$ cat config.mk
export PLATFORM = sky130hd
export DESIGN_NAME = apo_node_injector_flat
export DESIGN_NICKNAME = d
export VERILOG_FILES = /design/src/rtl/apo_node_injector_if.sv /design/src/rtl/apo_node_injector.sv /design/src/flat_wrapper.sv
export SDC_FILE = /design/constraint.sdc
export NUM_CORES = 1
export LEC_CHECK = 0
export ABC_CLOCK_PERIOD_IN_PS = 4900
export CAP_MARGIN = 20
export CORE_MARGIN = 2
export CORE_UTILIZATION = 55
export DETAILED_ROUTE_END_ITERATION = 7
export GPL_ROUTABILITY_DRIVEN = 0
export PLACE_DENSITY = 0.81
export SLEW_MARGIN = 25
export SYNTH_ARGS = -nofsm -noshare
export SYNTH_HDL_FRONTEND = slang
export SYNTH_SLANG_ARGS = --single-unit
export TNS_END_PERCENT = 10
$ cat constraint.sdc
create_clock -name clk -period 4.9 [get_ports clk]
set_input_delay 0.98 -clock clk [delete_from_list [all_inputs] [get_ports clk]]
set_output_delay 0.98 -clock clk [all_outputs]
set_load 0.05 [all_outputs]
$ cat src/rtl/apo_node_injector_if.sv
// Host/router-facing signal bundle for the circulant node injector.
// The master side (host, router model) drives requests and link state; the slave side is the injector.
interface apo_node_injector_if;
  logic [7:0]  router_name;
  logic        req_valid;
  logic [7:0]  req_dest;
  logic        req_ready;
  logic [3:0]  link_valid;
  logic [16:0] out_free;
  logic        out_data;
  logic        bad_dest;
  logic [15:0] tx_count;
  logic [15:0] rx_count;
  logic [7:0]  coll_count;

  modport master (
    output router_name, req_valid, req_dest, link_valid, out_data,
    input  req_ready, out_free, bad_dest, tx_count, rx_count, coll_count
  );

  modport slave (
    input  router_name, req_valid, req_dest, link_valid, out_data,
    output req_ready, out_free, bad_dest, tx_count, rx_count, coll_count
  );
endinterface

$ cat src/rtl/apo_node_injector.sv
// Node injector: queues host destinations and injects them into the router's free slot
// when transit links are idle, forcing injection after a bounded starvation period.
module apo_node_injector #(
  parameter int NODES      = 144,
  parameter int DEPTH      = 4,
  parameter int MIN_GAP    = 2,
  parameter int STARVE_LIM = 16
) (
  input logic               clk,
  input logic               rst,
  apo_node_injector_if.slave bus
);

  localparam int AW       = (DEPTH > 1) ? $clog2(DEPTH) : 1;
  localparam int CW       = $clog2(DEPTH + 1);
  localparam int SW       = (STARVE_LIM > 1) ? $clog2(STARVE_LIM) : 1;
  localparam int GAP_LAST = (MIN_GAP > 0) ? MIN_GAP - 1 : 0;
  localparam int GW       = $clog2(GAP_LAST + 2);
  localparam logic [8:0] NODES_LIM = 9'(NODES);

  typedef enum logic [1:0] {IDLE, ARMED, GAP} state_t;

  state_t          state, state_nxt;
  logic [7:0]      fifo_mem [DEPTH];
  logic [AW-1:0]   wr_ptr, rd_ptr;
  logic [CW-1:0]   count, count_nxt;
  logic [SW-1:0]   starve_cnt;
  logic [GW-1:0]   gap_cnt;
  logic            req_ready_p1;
  logic            bad_dest_p1;
  logic [15:0]     tx_cnt, rx_cnt;
  logic [7:0]      coll_cnt;
  logic            accept, dest_ok, push, pop;
  logic            inject, forced;
  logic [16:0]     out_free_c;
  logic            unused_router;

  function automatic logic [AW-1:0] ptr_inc(input logic [AW-1:0] p);
    return (p == AW'(DEPTH - 1)) ? '0 : p + 1'b1;
  endfunction

  function automatic logic [7:0] sat_inc8(input logic [7:0] v);
    return (v == 8'hFF) ? v : v + 8'd1;
  endfunction

  // router_name only matters to the router's own addressing; local delivery needs no special path.
  assign unused_router = ^bus.router_name;

  assign accept  = bus.req_valid & req_ready_p1;
  assign dest_ok = ({1'b0, bus.req_dest} < NODES_LIM);
  assign push    = accept & dest_ok;
  assign pop     = inject;

  // ---- stage p0: request FIFO and registered handshake ----
  always_comb begin
    count_nxt = count;
    if (push && !pop)
      count_nxt = count + 1'b1;
    else if (pop && !push)
      count_nxt = count - 1'b1;
  end

  always_ff @(posedge clk) begin
    if (push)
      fifo_mem[wr_ptr] <= bus.req_dest;
  end

  always_ff @(posedge clk) begin
    if (rst) begin
      wr_ptr       <= '0;
      rd_ptr       <= '0;
      count        <= '0;
      req_ready_p1 <= 1'b1;
      bad_dest_p1  <= 1'b0;
    end else begin
      if (push)
        wr_ptr <= ptr_inc(wr_ptr);
      if (pop)
        rd_ptr <= ptr_inc(rd_ptr);
      count        <= count_nxt;
      // Ready follows next-cycle occupancy, so a full FIFO never accepts on the cycle it pops.
      req_ready_p1 <= (count_nxt != CW'(DEPTH));
      bad_dest_p1  <= accept & ~dest_ok;
    end
  end

  // ---- stage p0: injection FSM ----
  always_ff @(posedge clk) begin
    if (rst)
      state <= IDLE;
    else
      state <= state_nxt;
  end

  always_comb begin
    state_nxt = state;
    case (state)
      IDLE:    if (count != '0) state_nxt = ARMED;
      ARMED:   if (inject) state_nxt = GAP;
      GAP:     if (gap_cnt == GW'(GAP_LAST))
                 state_nxt = (count != '0) ? ARMED : IDLE;
      default: state_nxt = IDLE;
    endcase
  end

  always_comb begin
    inject     = 1'b0;
    forced     = 1'b0;
    out_free_c = '0;
    if (!rst && state == ARMED && count != '0) begin
      if (bus.link_valid == 4'b0000) begin
        inject = 1'b1;
      end else if (starve_cnt == SW'(STARVE_LIM - 1)) begin
        inject = 1'b1;
        forced = 1'b1;
      end
    end
    if (inject)
      out_free_c = {1'b1, 8'h00, fifo_mem[rd_ptr]};
  end

  always_ff @(posedge clk) begin
    if (rst || state != ARMED || inject)
      starve_cnt <= '0;
    else
      starve_cnt <= starve_cnt + 1'b1;
  end

  always_ff @(posedge clk) begin
    if (rst || state != GAP)
      gap_cnt <= '0;
    else
      gap_cnt <= gap_cnt + 1'b1;
  end

  // ---- stage p1: statistics ----
  always_ff @(posedge clk) begin
    if (rst) begin
      tx_cnt   <= '0;
      rx_cnt   <= '0;
      coll_cnt <= '0;
    end else begin
      if (inject)
        tx_cnt <= tx_cnt + 16'd1;
      if (bus.out_data)
        rx_cnt <= rx_cnt + 16'd1;
      if (forced)
        coll_cnt <= sat_inc8(coll_cnt);
    end
  end

  assign bus.req_ready  = req_ready_p1;
  assign bus.bad_dest   = bad_dest_p1 & ~rst;
  assign bus.out_free   = out_free_c;
  assign bus.tx_count   = tx_cnt;
  assign bus.rx_count   = rx_cnt;
  assign bus.coll_count = coll_cnt;

endmodule

$ cat src/flat_wrapper.sv
// flat-port wrapper written by rule: the top's interface ports become plain ports
module apo_node_injector_flat 
#(
  parameter int NODES      = 144,
  parameter int DEPTH      = 4,
  parameter int MIN_GAP    = 2,
  parameter int STARVE_LIM = 16
)
  (clk, rst, bus_router_name, bus_req_valid, bus_req_dest, bus_link_valid, bus_out_data, bus_req_ready, bus_out_free, bus_bad_dest, bus_tx_count, bus_rx_count, bus_coll_count);
  apo_node_injector_if bus_i ();
  input logic clk;
  input logic rst;
  input wire logic [$bits(bus_i.router_name)-1:0] bus_router_name;
  input wire logic [$bits(bus_i.req_valid)-1:0] bus_req_valid;
  input wire logic [$bits(bus_i.req_dest)-1:0] bus_req_dest;
  input wire logic [$bits(bus_i.link_valid)-1:0] bus_link_valid;
  input wire logic [$bits(bus_i.out_data)-1:0] bus_out_data;
  output wire logic [$bits(bus_i.req_ready)-1:0] bus_req_ready;
  output wire logic [$bits(bus_i.out_free)-1:0] bus_out_free;
  output wire logic [$bits(bus_i.bad_dest)-1:0] bus_bad_dest;
  output wire logic [$bits(bus_i.tx_count)-1:0] bus_tx_count;
  output wire logic [$bits(bus_i.rx_count)-1:0] bus_rx_count;
  output wire logic [$bits(bus_i.coll_count)-1:0] bus_coll_count;
  assign bus_i.router_name = bus_router_name;
  assign bus_i.req_valid = bus_req_valid;
  assign bus_i.req_dest = bus_req_dest;
  assign bus_i.link_valid = bus_link_valid;
  assign bus_i.out_data = bus_out_data;
  assign bus_req_ready = bus_i.req_ready;
  assign bus_out_free = bus_i.out_free;
  assign bus_bad_dest = bus_i.bad_dest;
  assign bus_tx_count = bus_i.tx_count;
  assign bus_rx_count = bus_i.rx_count;
  assign bus_coll_count = bus_i.coll_count;
  apo_node_injector #(.NODES(NODES), .DEPTH(DEPTH), .MIN_GAP(MIN_GAP), .STARVE_LIM(STARVE_LIM)) u_core (.clk(clk), .rst(rst), .bus(bus_i));
endmodule
==> run summary <==
status -> finished clean
worst-margin pin slew -> 0.8768 ns
total CTS buffers -> 9
fin cells -> 532
PD cells -> 284.0 mW/mm²
Layout area overhead -> 21.68%
Pint -> 1.073 mW
Detailed Route Iter0 Violations -> 93
placed insts -> 516
postcts setup bufs -> 0
antenna-violating nets left -> 0
vias per std cell -> 5.216
Yosys warnings -> 0
Setup crit start -> bus_link_valid[1]
DRC -> 0
combinational share of power -> 6.3%
Worst EP required -> 3.92 ns
Sw Share -> 22.11%
Final Cell Area -> 0.004852 mm²
Clock power frac -> 35.6%
CP max FO -> 11
vias in the first global route -> 2669
ys flop type -> dfxtp_1
Die H -> 89.15 µm
core area -> 0.007137 mm²
grt peak-use layer -> met2
post-route clock period utilization -> 83.79%
global-route wire length before repair -> 11.90 mm
Syn Inst Count -> 363
FF+latch count, synth -> 91
final hold vios -> 0
ys async rst share -> 0%
RSZ-0062 raised after global routing -> no
Clock Skew -> 0.007438 ns
syn_area_per_cell -> 10.99 µm²
via count -> 2775
number of endpoints failing setup at the final stage -> 0
Place WS -> 0.7979 ns
Rel. slew slack -> 41.29%
FMAX -> 243.6 MHz
Placed Area -> 0.004663 mm²
Psw -> 0.3046 mW
Period minus WS final -> 4.106 ns
initial antenna violation count -> 0
Initial Util -> 55.87%
Worst Hold Slack -> 0.4269 ns
Post-CTS Hold Fix Bufs -> 0
worst vdd ir -> 0.1691 mV
Mapped Area -> 0.003988 mm²
routed wire length -> 7.454 mm
Post-synth EDFFs -> 32
final core utilization -> 67.99%
Clock Latency Late Sink -> 0.34 ns
Hold WC Path Type -> reg -> reg
Reg clk slew, reported paths -> 0.08 ns
multiplexer share of the synthesized area -> 5.052%
CTS H-tree depth -> 3
CP endpoint kind -> output port
Synth Area in XOR/XNOR -> 8.127%
die area -> 0.007947 mm²
Worst Min Path Start -> u_core.gap_cnt[0]
met3 GRT Util -> 4.432%
register area share after synthesis -> 53.72%
Synth cell types -> 46
Nets -> 465
met2 usage -> 32.79%
row count -> 31
Synth Area in Compound Gates -> 3.452%
commonest non-fill, non-tap cell in the layout -> dfxtp_1
Routed wire per std cell -> 14.01 µm
commonest non-fill, non-tap cells in the layout -> dfxtp_1, clkdlybuf4s50_1, nor2_1, edfxtp_1, nand2_1
leakage dissipation -> 1.739 nW
setup_tns -> 0 ns
share of cells above drive strength 1 -> 9.700%
Final Slew Violations -> 0
post-cts resize count -> 0
simple-gate share of the synthesized area -> 21.12%
Ports -> 83
root buf cell -> clkbuf_8
Critical Path Source Type -> primary input
TritonCTS clock tree -> yes
Antenna Diode Count -> 0
Arr. time, crit path -> 3.13 ns
Crit Path Category -> in -> out
Max-cap violations -> 0
I/O Buffers -> 66
fraction of the mapped netlist area in adder cells -> 4.079%
grt ovf -> 0
drt pass-1 iters -> 4
largest family of logic cells by synthesized area -> simple AND/OR/NAND/NOR gates
worst r2r src -> u_core.starve_cnt[0]
Die X -> 89.15 µm
CTS Sinks -> 91
HPWL after DPL -> 5.183 mm
sequential power share -> 58.1%
met1 usage -> 24.12%
Clock Path Buffers -> 2
final worst setup slack -> 0.7944 ns
largest net degree at the start of global routing -> 49
total power -> 1.378 mW
GRT Util Overall -> 19.41%
-- registers in the layout (all words and copies together) (netlist names), named ones only --
name,cells
u_core.bad_dest_p1,1
u_core.bus.tx_count,16
u_core.rd_ptr,2
u_core.bus.coll_count,8
u_core.bus.req_ready,1
u_core.state,2
u_core.starve_cnt,4
u_core.bus.rx_count,16
u_core.gap_cnt,2
u_core.fifo_mem,32
u_core.wr_ptr,2
u_core.count,3
-- worst max-delay path, cell delays in order --
cell and delay [ns]:
clkdlybuf4s50_1 0.43, nor4_2 0.34, o211ai_1 0.38, inv_1 0.17
clkdlybuf4s50_1 0.81
-- layout make-up --
cell class / count / area, µm²
Clock buffer: 13 / 148.9
Sequential cell: 91 / 2142
Clock inverter: 3 / 40.04
Inverter: 13 / 48.80
Fill cell: 562 / 2285
Multi-Input combinational cell: 245 / 1698
Tap cell: 99 / 123.9
Timing Repair Buffer: 68 / 650.6
-- metal layers --
layer | routed length [µm] | vias to the layer above | part of all wire (%)
li1 | - | 1379 | -
met1 | 3239 | 1318 | 43
met2 | 3755 | 70 | 50
met3 | 358 | 8 | 4.8
met4 | 101 | 0 | 1.4
met5 | 0 | - | 0
-- power by group through the flow --
stage / Clock [mW] / Sequential (mW) / Combinational, mW
finish: 0.490 / 0.800 / 0.0874
global route: 0.532 / 0.802 / 0.0950
CTS: 0.503 / 0.800 / 0.0880
detailed placement: 0 / 0.818 / 0.0873
global placement: 0 / 0.817 / 0.0845
floorplan: 0 / 0.822 / 0.0571
-- synthesized netlist by cell type, types with 2 or more instances --
master | n | share of area [%]
o211ai_1 | 3 | 0.56
ha_1 | 13 | 4.1
xor2_1 | 14 | 3.1
buf_4 | 9 | 1.7
nand2_1 | 26 | 2.4
and2_1 | 13 | 2.0
nand4_1 | 9 | 1.4
inv_1 | 13 | 1.2
nor4_1 | 4 | 0.63
or4_1 | 2 | 0.38
a211oi_1 | 2 | 0.38
and4_1 | 2 | 0.44
and3_1 | 8 | 1.3
mux4_2 | 8 | 4.5
buf_2 | 4 | 0.50
clkbuf_1 | 3 | 0.28
or3_1 | 4 | 0.63
nor3_1 | 13 | 1.6
edfxtp_1 | 32 | 24
a21oi_1 | 7 | 0.88
nor2_1 | 47 | 4.4
xnor2_1 | 23 | 5.1
nand3_1 | 16 | 2.0
buf_1 | 4 | 0.38
o21ai_0 | 4 | 0.50
dfxtp_1 | 59 | 30
nor4_4 | 2 | 1.1
-- path summary, 6_finish.rpt --
| kind | endpoint | slack (ns) | cells after the start |
|---|---|---|---|
| worst max-delay path | bus_out_free[16] | 0.79 | 5 |
| worst min-delay path | u_core.gap_cnt[0] | 0.43 | 1 |
| worst max register to register | u_core.bus.req_ready | 2.21 | 8 |
| worst min register to register | u_core.gap_cnt[0] | 0.43 | 1 |
-- cells by family after synthesis --
logic type | Yosys count
adders and majority gates | 13
and+or+nand+nor | 156
other | 1
buffers and inverters | 34
AOI/OAI and AO/OA | 21
DFF | 91
xor gates and xnor gates | 37
muxes | 10
(Power assumes the default switching activity.)
